<file path="config.mk">
export PLATFORM = sky130hd
export DESIGN_NAME = sc_branch_cond_unit
export DESIGN_NICKNAME = d
export VERILOG_FILES = /design/src/rtl/sc_branch_cond_unit.sv
export SDC_FILE = /design/constraint.sdc
export NUM_CORES = 1
export LEC_CHECK = 0
export CAP_MARGIN = 20
export CORE_MARGIN = 2
export CORE_UTILIZATION = 50
export DETAILED_ROUTE_END_ITERATION = 12
export PLACE_DENSITY = 0.95
export SYNTH_ARGS = -nofsm -noshare
export SYNTH_HDL_FRONTEND = slang
export SYNTH_SLANG_ARGS = --single-unit
</file>
<file path="constraint.sdc">
create_clock -name SC_BranchCond_CLOCK_50 -period 4 [get_ports SC_BranchCond_CLOCK_50]
set_input_delay 1.2 -clock SC_BranchCond_CLOCK_50 [delete_from_list [all_inputs] [get_ports SC_BranchCond_CLOCK_50]]
set_output_delay 1.2 -clock SC_BranchCond_CLOCK_50 [all_outputs]
set_load 0.01 [all_outputs]
</file>
<file path="src/rtl/sc_branch_cond_unit.sv">
// sc_branch_cond_unit: SPARC Bicc evaluation, branch target and delay-slot/redirect sequencing.
// Define SC_BRANCHCOND_STATS_EN to add a saturating taken-branch counter output.
module sc_branch_cond_unit #(
   parameter int DATAWIDTH_ALU_SELECTION = 4,
   parameter int DATAWIDTH_COND = 4,
   parameter int DATAWIDTH_DISP = 22,
   parameter int DATAWIDTH_PC = 32
) (
   input  logic                               SC_BranchCond_CLOCK_50,
   input  logic                               SC_Psr_RESET_InHigh,
   input  logic [DATAWIDTH_ALU_SELECTION-1:0] SC_BranchCond_Psr_In,
   input  logic                               SC_BranchCond_Valid_InHigh,
   input  logic [DATAWIDTH_COND-1:0]          SC_BranchCond_Cond_In,
   input  logic                               SC_BranchCond_Annul_In,
   input  logic [DATAWIDTH_DISP-1:0]          SC_BranchCond_Disp_In,
   input  logic [DATAWIDTH_PC-1:0]            SC_BranchCond_Pc_In,
   input  logic                               SC_BranchCond_Stall_InHigh,
   output logic                               SC_BranchCond_Taken_Out,
   output logic [DATAWIDTH_PC-1:0]            SC_BranchCond_Target_Out,
   output logic                               SC_BranchCond_AnnulSlot_Out,
   output logic                               SC_BranchCond_Redirect_Out,
   output logic                               SC_BranchCond_Busy_Out
`ifdef SC_BRANCHCOND_STATS_EN
   ,output logic [15:0]                       SC_BranchCond_TakenCount_Out
`endif
);
   typedef enum logic [1:0] {IDLE, DELAY, REDIRECT} state_t;
   state_t state_q, state_d;
   logic taken_q, taken_d, annul_q, annul_d, slot_q, redirect_q, busy_q;
   logic [DATAWIDTH_PC-1:0] target_q, target_d, eval_target;
   logic n, z, v, c, base, eval_taken, eval_annul, accept;
   assign {n, z, v, c} = SC_BranchCond_Psr_In;
   // Upper half of the condition table is the complement of the lower half.
   always_comb begin
      case (SC_BranchCond_Cond_In[2:0])
         3'd0: base = 1'b0;
         3'd1: base = z;
         3'd2: base = z | (n ^ v);
         3'd3: base = n ^ v;
         3'd4: base = c | z;
         3'd5: base = c;
         3'd6: base = n;
         default: base = v;
      endcase
   end
   assign eval_taken = base ^ SC_BranchCond_Cond_In[3];
   assign eval_target = SC_BranchCond_Pc_In + {{(DATAWIDTH_PC-DATAWIDTH_DISP-2){SC_BranchCond_Disp_In[DATAWIDTH_DISP-1]}}, SC_BranchCond_Disp_In, 2'b00};
   assign eval_annul = SC_BranchCond_Annul_In & ((SC_BranchCond_Cond_In[2:0] == 3'd0) | ~eval_taken);
   assign accept = (state_q == IDLE) & SC_BranchCond_Valid_InHigh & ~SC_BranchCond_Stall_InHigh;
   assign taken_d = accept ? eval_taken : taken_q;
   assign target_d = accept ? eval_target : target_q;
   assign annul_d = accept ? eval_annul : annul_q;
   always_comb begin
      state_d = state_q;
      if (!SC_BranchCond_Stall_InHigh)
         case (state_q)
            IDLE:    state_d = SC_BranchCond_Valid_InHigh ? DELAY : IDLE;
            DELAY:   state_d = taken_q ? REDIRECT : IDLE;
            default: state_d = IDLE;
         endcase
   end
   always_ff @(posedge SC_BranchCond_CLOCK_50 or posedge SC_Psr_RESET_InHigh) begin
      if (SC_Psr_RESET_InHigh) begin
         state_q    <= IDLE;
         taken_q    <= 1'b0;
         target_q   <= '0;
         annul_q    <= 1'b0;
         slot_q     <= 1'b0;
         redirect_q <= 1'b0;
         busy_q     <= 1'b0;
      end else begin
         state_q    <= state_d;
         taken_q    <= taken_d;
         target_q   <= target_d;
         annul_q    <= annul_d;
         slot_q     <= (state_d == DELAY) & annul_d;
         redirect_q <= state_d == REDIRECT;
         busy_q     <= state_d != IDLE;
      end
   end
   assign SC_BranchCond_Taken_Out = taken_q;
   assign SC_BranchCond_Target_Out = target_q;
   assign SC_BranchCond_AnnulSlot_Out = slot_q;
   assign SC_BranchCond_Redirect_Out = redirect_q;
   assign SC_BranchCond_Busy_Out = busy_q;
`ifdef SC_BRANCHCOND_STATS_EN
   logic [15:0] count_q;
   always_ff @(posedge SC_BranchCond_CLOCK_50 or posedge SC_Psr_RESET_InHigh) begin
      if (SC_Psr_RESET_InHigh) count_q <= '0;
      else if (accept && eval_taken && count_q != 16'hFFFF) count_q <= count_q + 16'd1;
   end
   assign SC_BranchCond_TakenCount_Out = count_q;
`endif
endmodule

</file>
==> run metrics <==
post-synthesis mux area share 1.32%; Post-DRT Antenna Nets 0; Routed WL 7810 um; part of the power in registers 35.1%; Hold Crit Depth 2; Sw Ratio 35.8%; most frequent cells in the layout clkdlybuf4s50_1, nand2_1, o21ai_0; min-delay worst type reg2reg; H-tree depth 2; Finished Core Util 72.4%; RD Place Congestion 0.899; post_cts resized 0; Reg2Reg Launch Point state_q[1]$_DFF_PP0_; Clock Tree Buf Depth 2; drt first pass iters 4; Worst EP required 4.16 ns; Remaining DRCs 0; Hold Startpoint SC_BranchCond_Target_Out[0]$_DFFE_PP0P_; crit path launch type primary input; most common cell after layout, fill and taps aside clkdlybuf4s50_1; Synth Area in XOR/XNOR 6.93%; fill cell count 455; CTS Hold Bufs 0; status completed; Worst setup EP type register; Layout Skew 0.00565 ns; post-DP HPWL 6240 um; antenna violations before repair 0; fin crit share 96.6%; R2R setup slack 1.95 ns; RR Endpoint SC_BranchCond_Target_Out[26]$_DFFE_PP0P_; worst path arrival time 4.02 ns; main combinational cell family by area after synthesis compound AO/OA/AOI/OAI gates; leading register cell type out of synthesis dfrtp_1; RSZ-0062 raised after global routing false; CP max FO 3; Compound-Gate Fraction of Synth Area 25.5%; flops & latches, synth 39; core box area 5890 um2; WL/cell 14.5 um; global route overflow 0; maxcap violations 0; row count 28; I/O pin count 103; Initial Util 51.5%; Max IR drop VDD 0.000223 V; Final setup viols 0; area delta synth->final 40.7%; pin count of the biggest net entering global routing 69; TritonCTS clock tree yes; Clk pwr share 17.0%; final hold violation count 0; Final min period 3.87 ns; Mapped Area 3030 um2; EDFF count, synth 0; vias per cell 5.68; Cells after Synth 361; Synth warnings 0; Die Wd 81.9 um; post-synthesis sequential area ratio 32.2%; insertion delay to the later sink of the worst-skew pair 0.30 ns; setup bufs post-CTS 0; vias in the first global route 2976; clock root cell clkbuf_8; drt initial violations 149; TritonCTS Buffers 5; first-pass GRT wire length 12700 um; TritonCTS sink count 39; setup slack after layout 0.134 ns; n_diodes 0; Adder-Cell Fraction of Synth Area 12.6%; Avg Cell Area, Syn 8.40 um2; fraction of layout cells with a size suffix above 1 6.88%; fmax 259 MHz; PD cells 407 nW/um2; Max Slew Vio Count 0; via count 3066; WHS 0.487 ns; worst hold path endpoint SC_BranchCond_Target_Out[0]$_DFFE_PP0P_; slew margin rel. 46.5%; r2r worst-path depth 5; clock transition at the registers of the reported paths 0.08 ns; DIE AREA 6700 um2; switching power 0.621 mW; PortBufs 102; internal power 1.11 mW; GRT Total Usage 24.1%; Syn Nets 458; Synth async-reset ratio 100%; Simple-Gate Fraction of Synth Area 18.0%; die height 81.9 um; LEAKAGE 1.85 nW; dpl ws -0.149 ns; Gate power share 47.8%; Worst-Margin Slew 0.801 ns; Nets 561; Yosys cell types 51; WS Path Type in2reg
-- logic make-up (layout without fill, tap and decap cells) --
group	Yosys count	after routing
xor gates and xnor gates	24	24
buffers and inverters	25	129
and+or+nand+nor	120	120
DFF	39	39
adders and majority gates	30	30
AOI/OAI and AO/OA	119	119
muxes	4	4
-- layer usage --
| layer | GRT usage (%) | up-vias | wire [um] |
|---|---|---|---|
| met1 | 28.4 | 1437 | 3220 |
| met2 | 43.3 | 98 | 4020 |
| met4 | 10.0 | 0 | 174 |
| met3 | 3.74 | 20 | 399 |
| met5 | 0 | - | 0 |
| li1 | - | 1511 | - |
-- power by group through the flow --
stage          logic, mW  registers, mW  clock network (mW)
2_1_floorplan      0.341          0.665                   0
3_3_place_gp       0.799          0.613                   0
3_5_place_dp       0.829          0.617                   0
4_1_cts            0.832          0.611               0.297
5_1_grt            0.915          0.626               0.313
6_report           0.830          0.610               0.296
-- through the flow --
stage	TNS, ns	total power [mW]	cells	cell area, um2
after floorplan	0	1.01	361	3030
after global placement	0	1.41	532	4160
after detailed placement	-0.472	1.45	532	4160
after CTS	0	1.74	540	4260
after global routing	0	1.85	540	4260
final	0	1.74	540	4260
-- worst max-delay path, stage by stage --
cell and delay, ns:
clkdlybuf4s50_1 0.41, ha_1 0.23, fa_1 0.42, a211oi_1 0.27, nor2_1 0.12, nand2b_1 0.18, a221o_2 0.41, a31oi_1 0.35
o21ai_0 0.19, xnor2_1 0.15, o21ai_0 0.09
-- cell usage after synthesis (5+ instances only) --
cell / instances / area [um2]
o21ai_0: 40 / 200
a211oi_1: 6 / 45.0
nand3_1: 8 / 40.0
dfrtp_1: 39 / 976
a21oi_1: 28 / 140
clkbuf_1: 11 / 41.3
nand2_1: 64 / 240
ha_1: 29 / 363
o21bai_1: 6 / 45.0
xnor2_1: 15 / 131
nand4_1: 6 / 37.5
xor2_1: 9 / 78.8
nor3_1: 7 / 35.0
inv_1: 9 / 33.8
a21o_1: 8 / 60.1
nor2_1: 21 / 78.8
o211ai_1: 5 / 37.5
-- state kept, by name, indices dropped and copies added, names as in the netlist --
name                         flops
annul_q                          1
SC_BranchCond_AnnulSlot_Out      1
SC_BranchCond_Redirect_Out       1
SC_BranchCond_Taken_Out          1
SC_BranchCond_Target_Out        32
state_q                          2
SC_BranchCond_Busy_Out           1
-- worst max-delay path by stage --
stage / depth (start not counted) / end / start
after floorplan: 10 / SC_BranchCond_Target_Out[22]$_DFFE_PP0P_ / SC_BranchCond_Disp_In[0]
after global placement: 11 / SC_BranchCond_Target_Out[22]$_DFFE_PP0P_ / SC_BranchCond_Disp_In[0]
after detailed placement: 11 / SC_BranchCond_Target_Out[18]$_DFFE_PP0P_ / SC_BranchCond_Disp_In[0]
after CTS: 11 / SC_BranchCond_Target_Out[18]$_DFFE_PP0P_ / SC_BranchCond_Disp_In[0]
after global routing: 11 / SC_BranchCond_Target_Out[18]$_DFFE_PP0P_ / SC_BranchCond_Disp_In[0]
final: 11 / SC_BranchCond_Target_Out[18]$_DFFE_PP0P_ / SC_BranchCond_Disp_In[0]
-- area by class of cell --
type | count | area [um2] | share of cell area [%]
tap | 75 | 93.8 | 2.20
clock inverter | 2 | 16.3 | 0.381
multi-input combinational | 297 | 1970 | 46.1
clock buffer | 6 | 82.6 | 1.94
inverter | 9 | 33.8 | 0.792
timing repair buffer | 112 | 1100 | 25.7
sequential | 39 | 976 | 22.9
Note: power is estimated with default switching activity, not from simulation.
